**config.mk**
```make
export PLATFORM = sky130hd
export DESIGN_NAME = pdp11_fetch_unit
export DESIGN_NICKNAME = d
export VERILOG_FILES = /design/src/rtl/pdp11_fetch_unit.sv
export SDC_FILE = /design/constraint.sdc
export NUM_CORES = 1
export LEC_CHECK = 0
export CELL_PAD_IN_SITES_DETAIL_PLACEMENT = 1
export CELL_PAD_IN_SITES_GLOBAL_PLACEMENT = 1
export CORE_MARGIN = 4
export CORE_UTILIZATION = 35
export DETAILED_ROUTE_END_ITERATION = 16
export GPL_ROUTABILITY_DRIVEN = 0
export HOLD_SLACK_MARGIN = 0.08
export PLACE_DENSITY_LB_ADDON = 0.3
export SYNTH_ARGS = -nofsm -noshare
export SYNTH_HDL_FRONTEND = slang
export SYNTH_SLANG_ARGS = --single-unit
```
**constraint.sdc**
```tcl
create_clock -name clk -period 7.6 [get_ports clk]
set_input_delay 1.52 -clock clk [delete_from_list [all_inputs] [get_ports clk]]
set_output_delay 1.52 -clock clk [all_outputs]
set_load 0.05 [all_outputs]
```
**src/rtl/pdp11_fetch_unit.sv**
```systemverilog
// PDP-11 instruction fetch: byte-wide flash reads assembled into tagged 16-bit words, show-ahead FIFO to decoder.
// Optional predecode of instr_type enabled by defining PDP11_FETCH_PREDECODE_EN.
module pdp11_fetch_unit #(
  parameter int          FIFO_DEPTH = 2,
  parameter logic [15:0] RESET_PC   = 16'o000000
) (
  input  logic        clk,
  input  logic        reset_n,
  output logic        flash_rd,
  output logic [15:0] flash_addr,
  input  logic [7:0]  flash_rdata,
  input  logic        halt,
  input  logic        redirect_valid,
  input  logic [15:0] redirect_pc,
  output logic        instr_valid,
  input  logic        instr_ready,
  output logic [15:0] instr_word,
  output logic [15:0] instr_pc,
  output logic [1:0]  instr_type
);
  localparam int AW = $clog2(FIFO_DEPTH);
  localparam int CW = AW + 1;

  typedef enum logic [1:0] {S_LO, S_HI, S_WR} state_e;

  state_e         state_q, state_d;
  logic [15:0]    pc_q, pc_d;
  logic [7:0]     lo_q, lo_d;
  logic [CW-1:0]  count_q;
  logic [AW-1:0]  wr_ptr_q, rd_ptr_q;
  logic [15:0]    word_q [FIFO_DEPTH];
  logic [15:0]    tag_q  [FIFO_DEPTH];
  logic           push, pop, full;
  logic [15:0]    push_word;
  logic           unused_bit;

  assign unused_bit  = redirect_pc[0];
  // count never exceeds FIFO_DEPTH (a power of two), so its MSB alone flags full
  assign full        = count_q[AW];
  assign instr_valid = (count_q != '0);
  assign pop         = instr_valid && instr_ready;
  assign push_word   = {flash_rdata, lo_q};
  assign instr_word  = word_q[rd_ptr_q];
  assign instr_pc    = tag_q[rd_ptr_q];

  always_comb begin
    state_d    = state_q;
    pc_d       = pc_q;
    lo_d       = lo_q;
    flash_rd   = 1'b0;
    flash_addr = pc_q;
    push       = 1'b0;
    case (state_q)
      S_LO: if (!halt && !full) begin
        flash_rd = 1'b1;
        state_d  = S_HI;
      end
      S_HI: begin
        flash_rd   = 1'b1;
        flash_addr = {pc_q[15:1], 1'b1};
        lo_d       = flash_rdata;
        state_d    = S_WR;
      end
      S_WR: begin
        push    = 1'b1;
        pc_d    = pc_q + 16'd2;
        state_d = S_LO;
      end
      default: state_d = S_LO;
    endcase
    // redirect discards whatever is in flight
    if (redirect_valid) begin
      pc_d    = {redirect_pc[15:1], 1'b0};
      state_d = S_LO;
      push    = 1'b0;
    end
    if (!reset_n) begin
      flash_rd   = 1'b0;
      flash_addr = 16'h0000;
    end
  end

  always_ff @(posedge clk) begin
    if (!reset_n) begin
      state_q  <= S_LO;
      pc_q     <= RESET_PC;
      lo_q     <= 8'h00;
      count_q  <= '0;
      wr_ptr_q <= '0;
      rd_ptr_q <= '0;
      for (int i = 0; i < FIFO_DEPTH; i++) begin
        word_q[i] <= 16'h0000;
        tag_q[i]  <= 16'h0000;
      end
    end else begin
      state_q <= state_d;
      pc_q    <= pc_d;
      lo_q    <= lo_d;
      if (redirect_valid) begin
        count_q  <= '0;
        wr_ptr_q <= '0;
        rd_ptr_q <= '0;
      end else begin
        if (push) begin
          word_q[wr_ptr_q] <= push_word;
          tag_q[wr_ptr_q]  <= pc_q;
          wr_ptr_q         <= wr_ptr_q + 1'b1;
        end
        if (pop) rd_ptr_q <= rd_ptr_q + 1'b1;
        count_q <= count_q + CW'(push) - CW'(pop);
      end
    end
  end

`ifdef PDP11_FETCH_PREDECODE_EN
  logic [1:0] type_q [FIFO_DEPTH];

  function automatic logic [1:0] predecode(input logic [15:0] w);
    if (w[15:12] == 4'b0111)      return 2'd1;
    else if (w[14:12] != 3'b000)  return 2'd0;
    else if (w[14:11] == 4'b0001) return 2'd2;
    else                          return 2'd3;
  endfunction

  always_ff @(posedge clk) begin
    if (!reset_n) begin
      for (int i = 0; i < FIFO_DEPTH; i++) type_q[i] <= 2'd0;
    end else if (push && !redirect_valid) begin
      type_q[wr_ptr_q] <= predecode(push_word);
    end
  end

  assign instr_type = type_q[rd_ptr_q];
`else
  assign instr_type = 2'd0;
`endif

endmodule

```
# Yosys cells after proc, flatten, opt, wreduce, memory -nomap -nowiden
# Memory sizes are Yosys's and may differ from the RTL's. A register that Yosys moved wholly into a read port is not among the register bits.
# Index checks and enable logic that the tools add are counted.
dict set report totals {
  regBits 30
  n_memories 2
  ram_bits 64
  elab_cells 54
  out_inout_bits 52
}
dict set report op_classes {
  n_bitwise 1
  add_sub_neg 5
  muxes 26
  n_eq_ne 3
  n_reduce_logical 10
}
# memory words width rd rd_ports_with_merged_regs write_ports line
set memory_table {}
lappend memory_table {tag_q 2 16 1 1 2 32} ;# logic [15:0] tag_q [FIFO_DEPTH];
lappend memory_table {word_q 2 16 1 1 2 31} ;# logic [15:0] word_q [FIFO_DEPTH];
# op count
set op_table {}
lappend op_table {{$mux 16} 5}
lappend op_table {{$reduce_or 16->1} 2}
lappend op_table {{$mux 1} 18}
lappend op_table {{$add 16x2->16 const B} 1}
lappend op_table {{$pmux 2 s2} 1}
lappend op_table {{$reduce_bool 2->1} 2}
lappend op_table {{$add 1x1->1 const B} 2}
lappend op_table {{$add 2x1->2} 1}
lappend op_table {{$eq 2x1->1 const B} 1}
lappend op_table {{$eq 2x2->1 const B} 1}
lappend op_table {{$logic_and 1x1->1} 2}
lappend op_table {{$logic_not 1->1} 2}
lappend op_table {{$logic_not 2->1} 1}
lappend op_table {{$mux 2} 1}
lappend op_table {{$ne 2x2->1 const B} 1}
lappend op_table {{$pmux 1 s2} 1}
lappend op_table {{$reduce_or 2->1} 1}
lappend op_table {{$sub 2x1->2} 1}
lappend op_table {{$not 1->1} 1}

# Depth between registers and ports, before layout
dict set report depth {
  word_depth 9
  depth_mapped 10
  mapped_depth_nobuf 8
}

# Worst setup path after synthesis
# No wires, ideal clock.
dict set report synth_path {
  path_kind {input-to-reg}
  start {input port redirect_valid}
  end {memory tag_q[0][10], enable pin}
  path_stages 2
  required_ps 7138
  setup_ps 462
  path_buffers 1
  arrival_time_ps 3909
  slack_ps 3229
  cell_sequence {buf_2 -> o21ai_0}
}
# item line
set synth_lines {}
lappend synth_lines {{start, declared} 13} ;# input logic redirect_valid,
lappend synth_lines {{end, declared} 32}

# Worst setup path in the final report
dict set report layout_path {
  start {input port reset_n}
  end {output port flash_rd}
}
dict set report layout_via {
  elab_chain_len 1
}
# item line
set layout_lines {}
lappend layout_lines {{start, declared} 8} ;# input logic reset_n,
lappend layout_lines {{$mux 1} 77} ;# if (!reset_n) begin
lappend layout_lines {{end, declared} 9} ;# output logic flash_rd,
# Every way passes these cells.

==> results.md <==
* Non-filler cells, final at 570
* CP max stage cell: clkdlybuf4s50_1
* Critical Path AT at 3.57 ns
* Antenna-violating nets left at 0
* Distinct cells, synth at 39
* GR Overflow Total at 0
* WL final at 9.539 mm
* Mapped Area at 4215 sq um
* CP Max Fanout at 26
* Yosys warns at 0
* First-pass GRT wire length at 15.83 mm
* Row cnt at 39
* Fin area at approximately 5400 sq um
* Post-CTS Hold Fix Bufs at 0
* Share of cells above drive strength 1 at 13.82%
* Number of synthesized flops with an enable pin at 62
* Final Cycle Share at 66.97%
* Fraction of registers with async set/reset at 0%
* IO Count at 81
* Die footprint at between 10,000 and 15,000 sq um
* Total GRT Usage at 14.25%
* Post-DP Area at 5075 sq um
* CTS tree: yes
* Cts repair resizes at 0
* Syn Area/Cell at approximately 12 sq um
* Hold WC Path Type: reg2reg
* Number of antenna violations at the first check in global routing at 0
* Die Span X at 117.7 um
* Slew headroom at 25.29%
* Post-DP HPWL at 6.466 mm
* Layout net count at between 400 and 500
* #FFs+latches synth at slightly above 90
* CP Launch Type: input pin
* Most common cell type on the critical path: clkdlybuf4s50_1
* Outcome: finished, final reports clean
* Worst slew pin tran at between 1 and 1.5 ns
* DRC viols at 0
* DR vias at 2,744
* PwrDens at 213.6 nW/um^2
* Cell family with most CP delay: buffers and inverters
* Cells after synthesis at 353
* Buf/Inv on CP at 2
* Clock-pin slew on the worst setup and hold paths at 0.06 ns
* Number of DRC markers in iteration 0 at around 100
* Required @ worst endpoint at 6.08 ns
* Antenna cells at 0
* Worst path cell trace: clkdlybuf4s50_1 -> nor3b_1 -> clkdlybuf4s50_1
* Hold Crit Start: lo_q[5]
* Routed vias/inst at about 4.8
* Largest net degree at the start of global routing at 33
* Fmax at 196.5 MHz
* IO Port Bufs at 76
* Wire per inst at roughly 17 um
* Commonest non-fill, non-tap cells in the layout: and2_1 (77), clkdlybuf4s50_1 (76), edfxtp_1 (62)
* Sequential cell area fraction in the yosys report at 58.41%
* Clock buffer count from CTS at 9
* Critical R2R Launch: state_q[1]
* Critical Path Sink Type: output port
* Core area at between 10,000 and 15,000 sq um
* Sink Count at around 90
* Setup Skew at 0.01060 ns
* Slew Viols, Final at 0
* Final Util at 46.35%
* VDD IR-drop max at 0.0001122 V
* CTS max path bufs at 2
* 1st-pass router iterations at 4
* WS Path Type: in2out
* Flop2flop setup slack at 4.47 ns
* Area grow syn2layout at 27.69%
* Setup TNS after final layout at 0 ns
* Starting Density at 36.30%
* Lkg Pwr at 1.930 nW
* Setup violators final at 0
* Maxcap violations at 0
* CP max stage delay at 0.95 ns
* Critical Path Source: reset_n
* RSZ-0062 raised after global routing: no
* Worst skew pair latency at 0.34 ns
* Postcts setup bufs at 0
* Final Hold Vio Count at 0
* Synth Flop Type: edfxtp_1
* Placed Cells at 554
* Vias in the first global route at 3,056
* Die Y at 117.7 um
* Root Buffer: clkbuf_16
* Commonest non-fill, non-tap cell in the layout: and2_1
* Max H-tree Level at 3
* Final min period at 5.090 ns
-- final timing paths --
kind	endpoint	cells past startpoint
min	lo_q[5]	2
max reg2reg	tag_q[1][8]	4
max	flash_rd	3
min reg2reg	lo_q[5]	2
-- cell type report --
cell class | count | area (sq um)
timing repair buffer | 79 | 783.3
sequential | 92 | 2462
multi-input combinational | 235 | 1632
clock inverter | 6 | 68.82
fill | 1230 | 6231
clock buffer | 10 | 239.0
inverter | 5 | 18.77
tap | 143 | 178.9
-- where the power goes --
group / internal [mW] / switching, mW / total (mW)
clock: 0.267 / 0.197 / 0.464
sequential: 0.551 / 0.0146 / 0.566
combinational: 0.0460 / 0.0738 / 0.120
-- kinds of logic (layout without fill, tap and decap cells) --
logic type	after synthesis	after routing	share of synthesized area [%]
AND/OR/NAND/NOR	144	144	20.39
flip-flops	92	92	58.42
AO/OA/AOI/OAI	37	37	5.046
multiplexers	32	32	8.519
buffers and inverters	28	100	3.324
XOR/XNOR	16	16	3.324
adder cells (fa/ha/maj)	3	3	0.8906
other	1	3	0.08896
-- cell usage after synthesis, drive strengths merged, types with 4 or more instances --
cell type | number | area [sq um]
a21boi | 8 | 60.06
a21oi | 12 | 60.06
and2 | 80 | 504.2
buf | 10 | 58.81
clkbuf | 13 | 62.55
dfxtp | 30 | 600.6
edfxtp | 62 | 1862
inv | 5 | 18.77
mux2 | 31 | 349.1
nand2 | 22 | 82.58
nand2b | 5 | 38.78
nand4 | 4 | 40.04
nor2 | 8 | 37.54
nor3 | 6 | 30.03
nor4 | 6 | 37.54
o21ai | 15 | 75.07
xnor2 | 12 | 105.1
xor2 | 4 | 35.03
-- per-layer routing --
layer / track usage [%] / wire [um] / up-vias
met5: 0 / 0 / -
met4: 4.542 / 98 / 0
met3: 3.075 / 310 / 7
met2: 24.87 / 4822 / 58
met1: 17.58 / 4307 / 1322
li1: - / - / 1357
-- worst min-delay path: cells and delay by family (launching register included) --
family / cells / cell delay (ns)
AND/OR/NAND/NOR: 1 / 0.05
AO/OA/AOI/OAI: 1 / 0.07
flip-flops: 1 / 0.31
-- metrics by stage --
step                      power [mW]  setup WS (ns)  hold slack [ns]
final                          1.150          2.510           0.4782
after global routing           1.188          2.322           0.5175
after CTS                      1.157          2.462           0.4818
after detailed placement      0.6991          2.481           0.4743
after global placement        0.6965          2.473           0.4549
after floorplan               0.6501          3.229           0.4473
-- registers in the layout, indices dropped and copies added (netlist names), named ones only --
register,count
word_q,32
tag_q,30
pc_q,15
lo_q,8
count_q,2
state_q,2
rd_ptr_q,1
wr_ptr_q,1
No activity file was read; power rests on OpenSTA's default activity.
